==> config.mk <==
export PLATFORM = sky130hd
export DESIGN_NAME = rgb_axis_packer
export DESIGN_NICKNAME = d
export VERILOG_FILES = /design/src/rtl/rgb_axis_packer.sv
export SDC_FILE = /design/constraint.sdc
export NUM_CORES = 1
export LEC_CHECK = 0
export ABC_CLOCK_PERIOD_IN_PS = 2050
export CAP_MARGIN = 30
export CORE_MARGIN = 2
export CORE_UTILIZATION = 38
export CTS_BUF_LIST = sky130_fd_sc_hd__clkbuf_8
export DETAILED_ROUTE_END_ITERATION = 10
export GPL_ROUTABILITY_DRIVEN = 0
export SLEW_MARGIN = 40
export SYNTH_ARGS = -nofsm -noshare
export SYNTH_HDL_FRONTEND = slang
export SYNTH_SLANG_ARGS = --single-unit
export TNS_END_PERCENT = 50
==> constraint.sdc <==
create_clock -name aclk -period 2.05 [get_ports aclk]
set_input_delay 0.41 -clock aclk [delete_from_list [all_inputs] [get_ports aclk]]
set_output_delay 0.41 -clock aclk [all_outputs]
set_load 0.02 [all_outputs]
==> src/rtl/rgb_axis_packer.sv <==
// Packs 24-bit b,g,r pixels into 32-bit AXI4-Stream words (4 pixels -> 3 words), tuser=SOF, tlast=EOL.
// One registered output word; in_stream_ready drops while that word stalls or a line-end flush word is pending.
`timescale 1ns/1ps

module rgb_axis_packer (
  input  logic        aclk,
  input  logic        aresetn,
  input  logic [7:0]  r,
  input  logic [7:0]  g,
  input  logic [7:0]  b,
  input  logic        valid,
  input  logic        sof,
  input  logic        eol,
  output logic        in_stream_ready,
  output logic [31:0] out_stream_tdata,
  output logic [3:0]  out_stream_tkeep,
  output logic        out_stream_tlast,
  input  logic        out_stream_tready,
  output logic        out_stream_tvalid,
  output logic        out_stream_tuser
);

  logic [23:0] hold_q, hold_d;
  logic [1:0]  cnt_q, cnt_d;
  logic        flush_q, flush_d;
  logic        pend_sof_q, pend_sof_d;
  logic        out_vld_q, out_vld_d;
  logic [31:0] out_dat_q, out_dat_d;
  logic        out_last_q, out_last_d;
  logic        out_user_q, out_user_d;

  logic        slot_free;
  logic        accept;
  logic [1:0]  cnt_eff;
  logic [23:0] hold_eff;
  logic [23:0] pix;
  logic [47:0] comb;
  logic [1:0]  cnt_pk;
  logic        has_word;
  logic [23:0] hold_pk;

  assign slot_free       = !out_vld_q || out_stream_tready;
  assign in_stream_ready = !flush_q && slot_free;
  assign accept          = valid && in_stream_ready;

  // A sof pixel always starts a fresh word: any leftover bytes are dropped.
  assign cnt_eff  = sof ? 2'd0 : cnt_q;
  assign hold_eff = sof ? 24'h0 : hold_q;
  assign pix      = {r, g, b};
  assign comb     = {24'h0, hold_eff} | ({24'h0, pix} << {cnt_eff, 3'b000});
  assign cnt_pk   = cnt_eff - 2'd1;
  assign has_word = (cnt_eff != 2'd0);
  // Bytes above the count are kept zero so the flush word is padded for free.
  assign hold_pk  = has_word ? {8'h00, comb[47:32]} : pix;

  always_comb begin
    hold_d     = hold_q;
    cnt_d      = cnt_q;
    flush_d    = flush_q;
    pend_sof_d = pend_sof_q;
    out_vld_d  = out_vld_q;
    out_dat_d  = out_dat_q;
    out_last_d = out_last_q;
    out_user_d = out_user_q;

    if (out_vld_q && out_stream_tready) begin
      out_vld_d = 1'b0;
    end

    if (flush_q) begin
      if (slot_free) begin
        out_vld_d  = 1'b1;
        out_dat_d  = {8'h00, hold_q};
        out_last_d = 1'b1;
        out_user_d = pend_sof_q;
        pend_sof_d = 1'b0;
        hold_d     = 24'h0;
        cnt_d      = 2'd0;
        flush_d    = 1'b0;
      end
    end else if (accept) begin
      if (sof) begin
        pend_sof_d = 1'b1;
      end
      if (has_word) begin
        out_vld_d  = 1'b1;
        out_dat_d  = comb[31:0];
        out_last_d = eol && (cnt_pk == 2'd0);
        out_user_d = pend_sof_q;
        pend_sof_d = 1'b0;
      end
      hold_d = hold_pk;
      cnt_d  = cnt_pk;
      if (eol && (cnt_pk != 2'd0)) begin
        flush_d = 1'b1;
      end
    end
  end

  always_ff @(posedge aclk or negedge aresetn) begin
    if (!aresetn) begin
      hold_q     <= 24'h0;
      cnt_q      <= 2'd0;
      flush_q    <= 1'b0;
      pend_sof_q <= 1'b0;
      out_vld_q  <= 1'b0;
      out_dat_q  <= 32'h0;
      out_last_q <= 1'b0;
      out_user_q <= 1'b0;
    end else begin
      hold_q     <= hold_d;
      cnt_q      <= cnt_d;
      flush_q    <= flush_d;
      pend_sof_q <= pend_sof_d;
      out_vld_q  <= out_vld_d;
      out_dat_q  <= out_dat_d;
      out_last_q <= out_last_d;
      out_user_q <= out_user_d;
    end
  end

  assign out_stream_tvalid = out_vld_q;
  assign out_stream_tdata  = out_dat_q;
  assign out_stream_tlast  = out_last_q;
  assign out_stream_tuser  = out_user_q;
  assign out_stream_tkeep  = 4'hF;

endmodule

## Word-level counts from Yosys, hierarchy flattened

Index checks and enable logic that the tools add are counted.

- Input bits: 30
- RAM bits: 0
- Word-level logic and storage cells: 64
- Register bits: 63
- Memory bits (read-only): 0
- Latch bits: 0
- Output and inout port bits: 40
- Memories: 0

- $add $sub $neg: 1
- Multiplexer cells: 35
- Bitwise logic cells: 1
- Shifts and indexed selects: 1
- Reductions and logical operators: 17
- Multipliers: 0
- Eq/ne operators: 1
- Divide/modulo/power cells: 0
- Order comparisons: 0

Operator list:

| operator | number |
|---|---|
| 32-bit two-way mux | 4 |
| 24-bit two-way mux | 5 |
| 24-bit by 48-bit OR with 48-bit output | 1 |
| 24-bit by 5-bit << shifter with 48-bit output | 1 |
| 1-bit two-way mux | 22 |
| 2-bit two-way mux | 4 |
| 2-bit nonzero test | 4 |
| 3-bit AND reduction | 2 |
| 1-bit logical AND | 5 |
| 3-bit nonzero test | 1 |
| 1-bit zero test | 2 |
| 2-bit zero test | 1 |
| 2-bit by 1-bit != test with 1-bit output (second input constant) | 1 |
| 2-bit AND reduction | 1 |
| 2-bit by 1-bit subtractor with 2-bit output (second input constant) | 1 |
| 1-bit logical OR | 1 |

## Depth between registers and ports, before layout

Gate-level depths: netlist (run 1).

- Word-level depth: 7
- Depth in mapped cells: 7
- Mapped depth without buffers: 5

## Worst setup path before layout (run 1)

Ideal clock, no wire load.

- Kind: register to register
- Start point: reg out_vld_q, in the netlist out_stream_tvalid
- End point: reg hold_q[14]
- Path slack: 0.417 ns
- Data required time: 1.967 ns
- Arrival: 1.550 ns
- Stages on the path, launching flop included: 6
- Setup time: 0.083 ns
- Clock period less this slack: 1.633 ns
- Buffers on the path: 1
- Cell sequence: dfrtp_1 > nor2b_1 > nor2_1 > nand2_1 > clkbuf_1 > o21ai_0

- Longest elaborated chain between the ends: 6
- Elaborated cells between the ends (all ways): 7
- Those cells by class: eq/ne: 1; reduce/logical: 6

RTL lines:

| element | line | source |
|---|---|---|
| start: declaration | 27 | `logic out_vld_q, out_vld_d;` |
| start signal: assignment | 115 | `out_vld_q <= out_vld_d;` |
| 1-bit zero test | 42 | `assign slot_free = !out_vld_q \|\| out_stream_tready;` |
| 1-bit logical OR | 42 |  |
| 1-bit logical AND | 43 | `assign in_stream_ready = !flush_q && slot_free;` |
| net in_stream_ready | 14 | `output logic in_stream_ready,` |
| 1-bit logical AND | 44 | `assign accept = valid && in_stream_ready;` |
| 2-bit nonzero test (no line) | - |  |
| 2-bit AND reduction (no line) | - |  |
| end signal: assignment | 111 | `hold_q <= hold_d;` |
| end: declaration | 23 | `logic [23:0] hold_q, hold_d;` |

The timed path passes the listed nets, and every way through them passes these cells.
A chain may end at the register's enable or synchronous reset.

## Final worst setup path (run 1)

- Start point: in out_stream_tready
- End point: out in_stream_ready

- Longest elaborated chain between the ends: 2

RTL lines:

| element | line | source |
|---|---|---|
| start: declaration | 18 | `input logic out_stream_tready,` |
| 1-bit logical OR | 42 |  |
| 1-bit logical AND | 43 |  |
| end: declaration | 14 |  |

Every way passes these cells.

==> results of run 1 <==
==> flip-flops by register name (all words and copies together), names as in the netlist <==
signal,flops
pend_sof_q,1
out_stream_tuser,1
cnt_q,2
out_stream_tdata,32
out_stream_tvalid,1
out_stream_tlast,1
hold_q,24
flush_q,1
==> cells by family after synthesis <==
kind of cell / share of synthesized area, %
other: 0.112
buffers and inverters: 5.14
AO/OA/AOI/OAI: 23.4
flip-flops: 46.9
adder cells (fa/ha/maj): 0.744
AND/OR/NAND/NOR: 17.6
multiplexers: 6.07
==> layout by cell type (no fill, tap or decap), types with 2 or more instances in the layout <==
cell type | netlist | final
buf_12 | 0 | 6
dfrtp_1 | 63 | 62
nor2_2 | 0 | 2
inv_1 | 3 | 3
nand2b_1 | 3 | 3
o22a_1 | 14 | 14
o21ai_0 | 50 | 50
buf_4 | 4 | 15
a21oi_1 | 16 | 16
ha_1 | 2 | 2
o21ai_1 | 11 | 11
conb_1 | 1 | 4
and2_1 | 7 | 7
clkbuf_8 | 0 | 12
mux2i_1 | 8 | 8
nor2_1 | 30 | 28
clkdlybuf4s50_1 | 0 | 63
a22oi_1 | 23 | 23
nor3b_1 | 7 | 7
mux2_1 | 2 | 2
mux2_2 | 9 | 9
nand2_1 | 77 | 77
a311oi_1 | 7 | 7
==> path summary, 6_finish.rpt <==
path	startpoint	end	slack, ns	cells after the start
max	out_stream_tready	in_stream_ready	0.26	4
min	aresetn	out_stream_tdata[10]	0.08	2
max reg2reg	flush_q	out_stream_tdata[25]	0.30	5
min reg2reg	out_stream_tdata[1]	out_stream_tdata[1]	0.47	2
max in group asynchronous	aresetn	cnt_q[1]	1.68	2
min in group aclk	out_stream_tdata[1]	out_stream_tdata[1]	0.47	2
==> critical path, cell delays in order <==
cell,delay (ns)
clkdlybuf4s50_1,0.45
nor2b_1,0.05
nor2_1,0.11
dlygate4sd2_1,0.35
==> layer usage <==
metal	vias to the layer above	global-route usage, %
met1	1412	28.6
met4	0	6.94
li1	1474	-
met5	-	0
met2	101	32.0
met3	15	5.15
==> report_power, final <==
group	internal, mW	switching, mW	total [mW]
combinational	1.44	1.67	3.11
sequential	1.78	0.343	2.12
clock	0.516	0.455	0.971
==> cell type report <==
| cell class | instances | area (sq um) | share of cell area [%] |
|---|---|---|---|
| multi-input cells | 285 | 1630 | 37.0 |
| clock buffers | 12 | 165 | 3.74 |
| well taps | 108 | 135 | 3.06 |
| clock inverters | 1 | 5.00 | 0.113 |
| repair buffers | 86 | 877 | 19.9 |
| flip-flops and latches | 63 | 1580 | 35.8 |
| inverters | 5 | 18.8 | 0.426 |
==> impl_results.md, run 1 <==
- Detailed-route vias per instance: 5.36
- Number of nets with antenna violations after routing: 0
- Post-layout power: 6.21 mW
- WP data arrival: 1.38 ns
- Root buf cell: clkbuf_8
- Peak VDD IR: 0.653 mV
- Cell types with the largest area share after synthesis: dfrtp_1 (47%), nand2_1 (8.6%), o21ai_0 (7.4%)
- Total of flip-flops plus latches after synthesis: 63
- Non-filler instance count after layout: 560
- Clock edge transition at the registers on the reported setup and hold paths: 0.07 ns
- Count of flip-flops with a built-in enable after synthesis: 0
- Vias in the first global route: 3061
- CTS Buf Count: 9
- Final worst-path setup slack: 0.263 ns
- CTS HTree Levels: 3
- Width of the chip: 98.0 um
- Remaining global-route overflow: 0
- Min Clock Period, post-route: 1.79 ns
- Initial standard-cell utilization of the core: 38.9%
- HPWL Detailed: 6460 um
- Rel. slew slack: 59.9%
- Insertion delay to the later sink of the worst-skew pair: 0.34 ns
- Number of distinct library cells after synthesis: 38
- MaxCap Viol Count: 0
- Maximum operating frequency: 0.560 GHz
- Nets@finish: 482
- TritonCTS clock tree: yes
- Number of antenna violations at the first check in global routing: 0
- WL per Instance: 16.6 um
- Post-route design area: 4410 sq um
- Power density over the cells: 1410 nW/um^2
- Final hold violation count: 0
- Status: completed
- Library cell occupying the most area in the post-synthesis netlist: dfrtp_1
- Highest metal used: met4
- DRC: 0
- Share of synthesized area occupied by flip-flops and latches: 46.9%
- Post-place setup slack: -0.177 ns
- Post-synthesis cell area: 3360 sq um
- Met2 WL: 4400 um
- Final Skew: 0.00806 ns
- Number of buffers between clock root and the deepest sink: 2
- Most frequent cell after synthesis: nand2_1
- Worst setup EP type: primary output
- Starting DRT DRC Count: 157
- Share of flip-flops with an asynchronous set or reset: 100%
- Setup crit start kind: input port
- Post-synth top cells: nand2_1 (77), dfrtp_1 (63), o21ai_0 (50)
- WL final: 9310 um
- Layout cell share with drive strength beyond 1: 11.7%
- Die height: 98.0 um
- Final core utilization: 51.1%
- Global-route total usage across every layer: 20.7%
- Total of cells resized after clock tree synthesis: 1
- TritonRoute pass-1 iters: 4
- Critical path peak fanout: 2
- Length of routed wiring on met1: 4180 um
- Hold-fix buffers at CTS: 0
- Top-Level Pins: 70
- Area Growth Syn to Fin: 31.2%
- Detailed-routed wire length on met3: 565 um
- HP Class: input port to async pin
- Average footprint of a synthesized cell: 8.82 sq um
- Final worst-path cycle share: 87.1%
- # clock sinks: 63
- WHS: 0.0802 ns
- Unrepaired setup endpoints after global routing: no
- Pin count of the biggest net entering global routing: 64
- Postcts setup bufs: 0
- Via count: 3002
- Area enclosed by the die boundary: 9610 sq um
- Final setup violation count: 0
- Cell count after placement: 547
- First-pass GRT wire length: 15900 um
- Leakage power of the design: 1.87 nW
- Count of pins over their slew limit: 0
- Synth warnings: 0
- Port bufs: 65
- Placed standard-cell area: 4230 sq um
- Core footprint: 8640 sq um
- Setup TNS: 0 ns
- Gate Count Post-Synth: 381
- Final antenna diode count: 0
- Worst EP required: 1.64 ns
- Cell row count: 34
- Area fraction of the dominant cell type after synthesis: 46.9%
- Flip-flop cell with the highest count after synthesis: dfrtp_1
- Count of fill cells added during filler insertion: 828
- Worst Max-Slew Pin Slew: 0.599 ns
- Type of the setup path with the least slack: input port to primary output
No activity file was read; power rests on OpenSTA's default activity.
==> inputs of run 2 (changes only) <==
ABC_CLOCK_PERIOD_IN_PS = 2310   (was 2050)
clock period = 2.31 ns   (was 2.05 ns; I/O delays follow)
==> run 2 against run 1 <==
Sequential power down 11%. Critical endpoint unchanged. Highest routed layer unchanged. Non-clock buffer count shrank 5. Clock-buffer cell count decreased by 2. First-iteration DRC count down 10%. Routed wire length shrank 1.7%. Critical path depth unchanged. Combinational power shrank 15%. Cell count shrank 0.89%.
==> impl_results.md, run 2 (same netlist as run 1, synthesis figures left out) <==
- WL final: 9150 um
- Maximum operating frequency: 0.455 GHz
- Worst path slowest cell: clkdlybuf4s50_1
- Cells on worst reg2reg path: 4
- Width of the chip: 98.0 um
- Kind of cell adding the most delay to the critical path: buffers and inverters
- Worst R2R Start: cnt_q[1]
- Post-place setup slack: 0.0611 ns
- Final antenna diode count: 0
- Number of antenna violations at the first check in global routing: 0
- Core footprint: 8640 sq um
- Clock edge transition at the registers on the reported setup and hold paths: 0.07 ns
- First-pass GRT wire length: 15500 um
- Port bufs: 65
- Vias in the first global route: 3060
- Setup TNS: 0 ns
- Cell row count: 34
- # clock sinks: 63
- CTS HTree Levels: 3
- Final worst-path cycle share: 95.2%
- Cell count after placement: 542
- Worst setup EP type: primary output
- Root buf cell: clkbuf_8
- Final setup violation count: 0
- HP Class: input port to async pin
- Nets@finish: 477
- CTS Buf Count: 9
- DRC: 0
- Status: completed
- Capture instance of the worst register-to-register path: out_stream_tdata[28]
- Total of cells resized after clock tree synthesis: 0
- HPWL Detailed: 6570 um
- TritonRoute pass-1 iters: 4
- WL per Instance: 16.5 um
- Unrepaired setup endpoints after global routing: no
- TritonCTS clock tree: yes
- Setup crit start kind: input port
- Number of buffers between clock root and the deepest sink: 2
- Min Clock Period, post-route: 2.20 ns
- Type of the setup path with the least slack: input port to primary output
- Worst Max-Slew Pin Slew: 0.639 ns
- Global-route total usage across every layer: 20.4%
- Area enclosed by the die boundary: 9610 sq um
- Most frequent cells in the layout: nand2_1 (77), clkdlybuf4s50_1 (64), dfrtp_1 (63)
- Cell repeated most along the worst path: clkdlybuf4s50_1
- Die height: 98.0 um
- Detailed-route vias per instance: 5.39
- Worst EP required: 1.85 ns
- Worst-path cell chain: clkdlybuf4s50_1 > nor2b_1 > nor2_1 > clkdlybuf4s50_1
- Leakage power of the design: 1.82 nW
- Via count: 2993
- MaxCap Viol Count: 0
- Count of pins over their slew limit: 0
- Final Skew: 0.00927 ns
- Rel. slew slack: 57.3%
- Layout cell share with drive strength beyond 1: 9.62%
- Remaining global-route overflow: 0
- Most common cell after layout, fill and taps aside: nand2_1
- Area Growth Syn to Fin: 27.8%
- Final worst-path setup slack: 0.111 ns
- Critical path peak fanout: 4
- Initial standard-cell utilization of the core: 38.9%
- Insertion delay to the later sink of the worst-skew pair: 0.34 ns
- WP data arrival: 1.74 ns
- CP peak stage delay: 0.62 ns
- Peak VDD IR: 0.575 mV
- Hold-fix buffers at CTS: 0
- Top-Level Pins: 70
- Postcts setup bufs: 0
- Reg-to-reg setup timing slack: 0.34 ns
- Starting DRT DRC Count: 141
- Flip-flop count of the largest register, all copies and words added: 32
- Pin count of the biggest net entering global routing: 41
- Final hold violation count: 0
- CP bufs+invs: 2
- Placed standard-cell area: 4150 sq um
- Non-filler instance count after layout: 555
- Power density over the cells: 1240 nW/um^2
- Post-route design area: 4300 sq um
- Number of nets with antenna violations after routing: 0
==> run 2: cell count changes in the layout (fill, tap and decap cells not counted), sizes merged <==
cell	before	now
buf	22	17
clkinv	2	3
clkbuf	12	10
dlygate4sd2	1	0
inv	4	5
clkdlybuf4s50	63	64
==> run 2: worst reg2reg max path, stage by stage, from the launching register on <==
cell     delay (ns)
dfrtp_1        0.56
or2_1          0.45
nor2_1         0.51
a22oi_1        0.21
o21ai_1        0.17
==> run 2: per-layer routing <==
metal | vias to the layer above | global-route usage [%] | share of wire [%] | routed length (um)
met3 | 9 | 4.37 | 5.2 | 473
met5 | - | 0 | 0 | 0
li1 | 1458 | - | - | -
met1 | 1438 | 27.8 | 47 | 4270
met2 | 88 | 32.0 | 47 | 4300
met4 | 0 | 7.37 | 1.2 | 111
==> run 2: area by class of cell <==
| cell class | instances | area, sq um |
|---|---|---|
| inverters | 5 | 18.8 |
| multi-input cells | 285 | 1620 |
| well taps | 108 | 135 |
| fillers | 850 | 4340 |
| repair buffers | 81 | 791 |
| clock inverters | 3 | 13.8 |
| flip-flops and latches | 63 | 1580 |
| clock buffers | 10 | 138 |
==> run 2: power by group <==
group	total [mW]	leakage (nW)	switching (mW)	internal, mW
Combinational	2.65	0.925	1.45	1.19
Clock	0.796	0.0850	0.403	0.393
Sequential	1.88	0.810	0.297	1.58
==> run 2: per-stage QoR <==
step	utilization, %	hold WS [ns]	power (mW)
after CTS	49.8	0.0214	5.37
final	49.8	0.0162	5.32
after global routing	49.8	0.0345	5.73
after floorplan	-	0.166	3.48
after detailed placement	48.0	0.395	4.56
after global placement	48.0	0.387	4.52
==> run 2: worst max path at each step <==
stage | cells after the start | to | startpoint
after CTS | 4 | in_stream_ready | out_stream_tready
after floorplan | 7 | hold_q[19] | sof
final | 4 | in_stream_ready | out_stream_tready
after global placement | 6 | hold_q[18] | sof
after global routing | 4 | in_stream_ready | out_stream_tready
after detailed placement | 6 | hold_q[18] | sof
==> inputs of run 3 (changes only) <==
CORE_UTILIZATION = 50   (was 38)
PLACE_DENSITY = 0.78   (was unset)
==> run 3 against run 2 <==
Fmax down 0.26%. Cell count down 5.0%. Clock power down 2%. Via count up 1.8%. Sequential power about the same. Routed wire length down 5.5%. Highest routed layer unchanged. Sequential share of layout area up 0.28 points. Hold slack better by 0.021 ns. Largest cell class unchanged. Critical path type unchanged. Clock skew about the same. Critical path depth unchanged. Register-to-register slack worse by 0.03 ns.
==> impl_results.md, run 3 (same netlist as run 1, synthesis figures left out) <==
- Status: completed
- Most frequent cells in the layout: nand2_1 (77), clkdlybuf4s50_1 (64), dfrtp_1 (63)
- WHS: 0.0374 ns
- Detailed-route vias per instance: 5.78
- Final worst-path cycle share: 95.5%
- Width of the chip: 86.0 um
- Post-place setup slack: 0.00252 ns
- Non-filler instance count after layout: 527
- Final setup violation count: 0
- Via count: 3047
- Power density over the cells: 1250 nW/um^2
- MaxCap Viol Count: 0
- Area Growth Syn to Fin: 26.9%
- Worst Max-Slew Pin Slew: 0.652 ns
- CTS Buf Count: 9
- DRC: 0
- Type of the setup path with the least slack: input port to primary output
- Total of cells resized after clock tree synthesis: 0
- Vias in the first global route: 2884
- WL final: 8650 um
- CP peak stage delay: 0.62 ns
- Met2 WL: 4070 um
- Worst setup EP type: primary output
- Area enclosed by the die boundary: 7390 sq um
- Cell count after placement: 511
- Maximum operating frequency: 0.454 GHz
- Top-Level Pins: 70
- Post-layout power: 5.32 mW
- Hold-fix buffers at CTS: 0
- Leakage power of the design: 1.83 nW
- Number of antenna violations at the first check in global routing: 0
- Setup TNS: 0 ns
- WP data arrival: 1.74 ns
- Clock edge transition at the registers on the reported setup and hold paths: 0.07 ns
- HP Class: input port to async pin
- Die height: 86.0 um
- # clock sinks: 63
- Number of nets with antenna violations after routing: 0
- Worst EP required: 1.85 ns
- Detailed-routed wire length on met3: 464 um
- Min Clock Period, post-route: 2.21 ns
- Placed standard-cell area: 4110 sq um
- Final antenna diode count: 0
- HPWL Detailed: 6130 um
- Post-route design area: 4260 sq um
- Most common cell after layout, fill and taps aside: nand2_1
- Unrepaired setup endpoints after global routing: no
- Setup crit start kind: input port
- Pin count of the biggest net entering global routing: 41
- CTS HTree Levels: 3
- Length of routed wiring on met1: 3930 um
- Postcts setup bufs: 0
- Final worst-path setup slack: 0.105 ns
- Remaining global-route overflow: 0
- Cells on worst reg2reg path: 4
- WL per Instance: 16.4 um
- Nets@finish: 477
- Number of buffers between clock root and the deepest sink: 2
- Final Skew: 0.00927 ns
- Port bufs: 65
- First-pass GRT wire length: 14400 um
- Peak VDD IR: 0.759 mV
- Count of pins over their slew limit: 0
- Insertion delay to the later sink of the worst-skew pair: 0.34 ns
- Flip-flop count of the largest register, all copies and words added: 32
- Initial standard-cell utilization of the core: 52.3%
- Core footprint: 6420 sq um
- TritonRoute pass-1 iters: 5
- Rel. slew slack: 56.5%
- Worst-path cell chain: clkdlybuf4s50_1 > nor2b_1 > nor2_1 > clkdlybuf4s50_1
- Layout cell share with drive strength beyond 1: 9.78%
- Global-route total usage across every layer: 24.9%
- Final core utilization: 66.4%
- Cell repeated most along the worst path: clkdlybuf4s50_1
- Worst path slowest cell: clkdlybuf4s50_1
- Critical path peak fanout: 4
- Cell row count: 29
- Final hold violation count: 0
- Root buf cell: clkbuf_8
- Starting DRT DRC Count: 303
- TritonCTS clock tree: yes
- Highest metal used: met4
-- run 3: cell types whose count changed in the layout (fill, tap and decap cells not counted) --
cell,before,now
clkinv_2,2,3
clkbuf_8,10,9
inv_1,4,6
clkinvlp_4,0,1
-- run 3: power by group --
group / leakage, nW / switching [mW] / total, mW / internal, mW
clock: 0.0926 / 0.412 / 0.783 / 0.371
combinational: 0.924 / 1.45 / 2.64 / 1.19
sequential: 0.810 / 0.310 / 1.89 / 1.58
-- run 3: layout make-up --
class | count | area (sq um)
Clock buffer | 9 | 124
Multi-Input combinational cell | 285 | 1620
Sequential cell | 63 | 1580
Inverter | 5 | 18.8
Tap cell | 77 | 96.3
Timing Repair Buffer | 81 | 791
Fill cell | 560 | 2160
Clock inverter | 7 | 33.8
-- run 3: worst paths after layout --
| kind | startpoint | end | slack [ns] |
|---|---|---|---|
| max in group asynchronous | aresetn | hold_q[18] | 1.71 |
| worst max-delay path | out_stream_tready | in_stream_ready | 0.10 |
| worst min register to register | out_stream_tdata[5] | out_stream_tdata[5] | 0.48 |
| min in group aclk | out_stream_tdata[5] | out_stream_tdata[5] | 0.48 |
| worst max register to register | cnt_q[1] | out_stream_tdata[29] | 0.31 |
| worst min-delay path | aresetn | out_stream_tdata[21] | 0.04 |
-- run 3: layer usage --
metal  global-route usage (%)  up-vias
met3                     4.23       23
met4                     10.8        0
met2                     38.2      121
met1                     34.7     1440
met5                        0        -
li1                         -     1463
-- run 3: worst max-delay path, delay by kind of cell --
kind | cells | cell delay [ns]
buffers and inverters | 2 | 1.07
AND/OR/NAND/NOR | 2 | 0.20
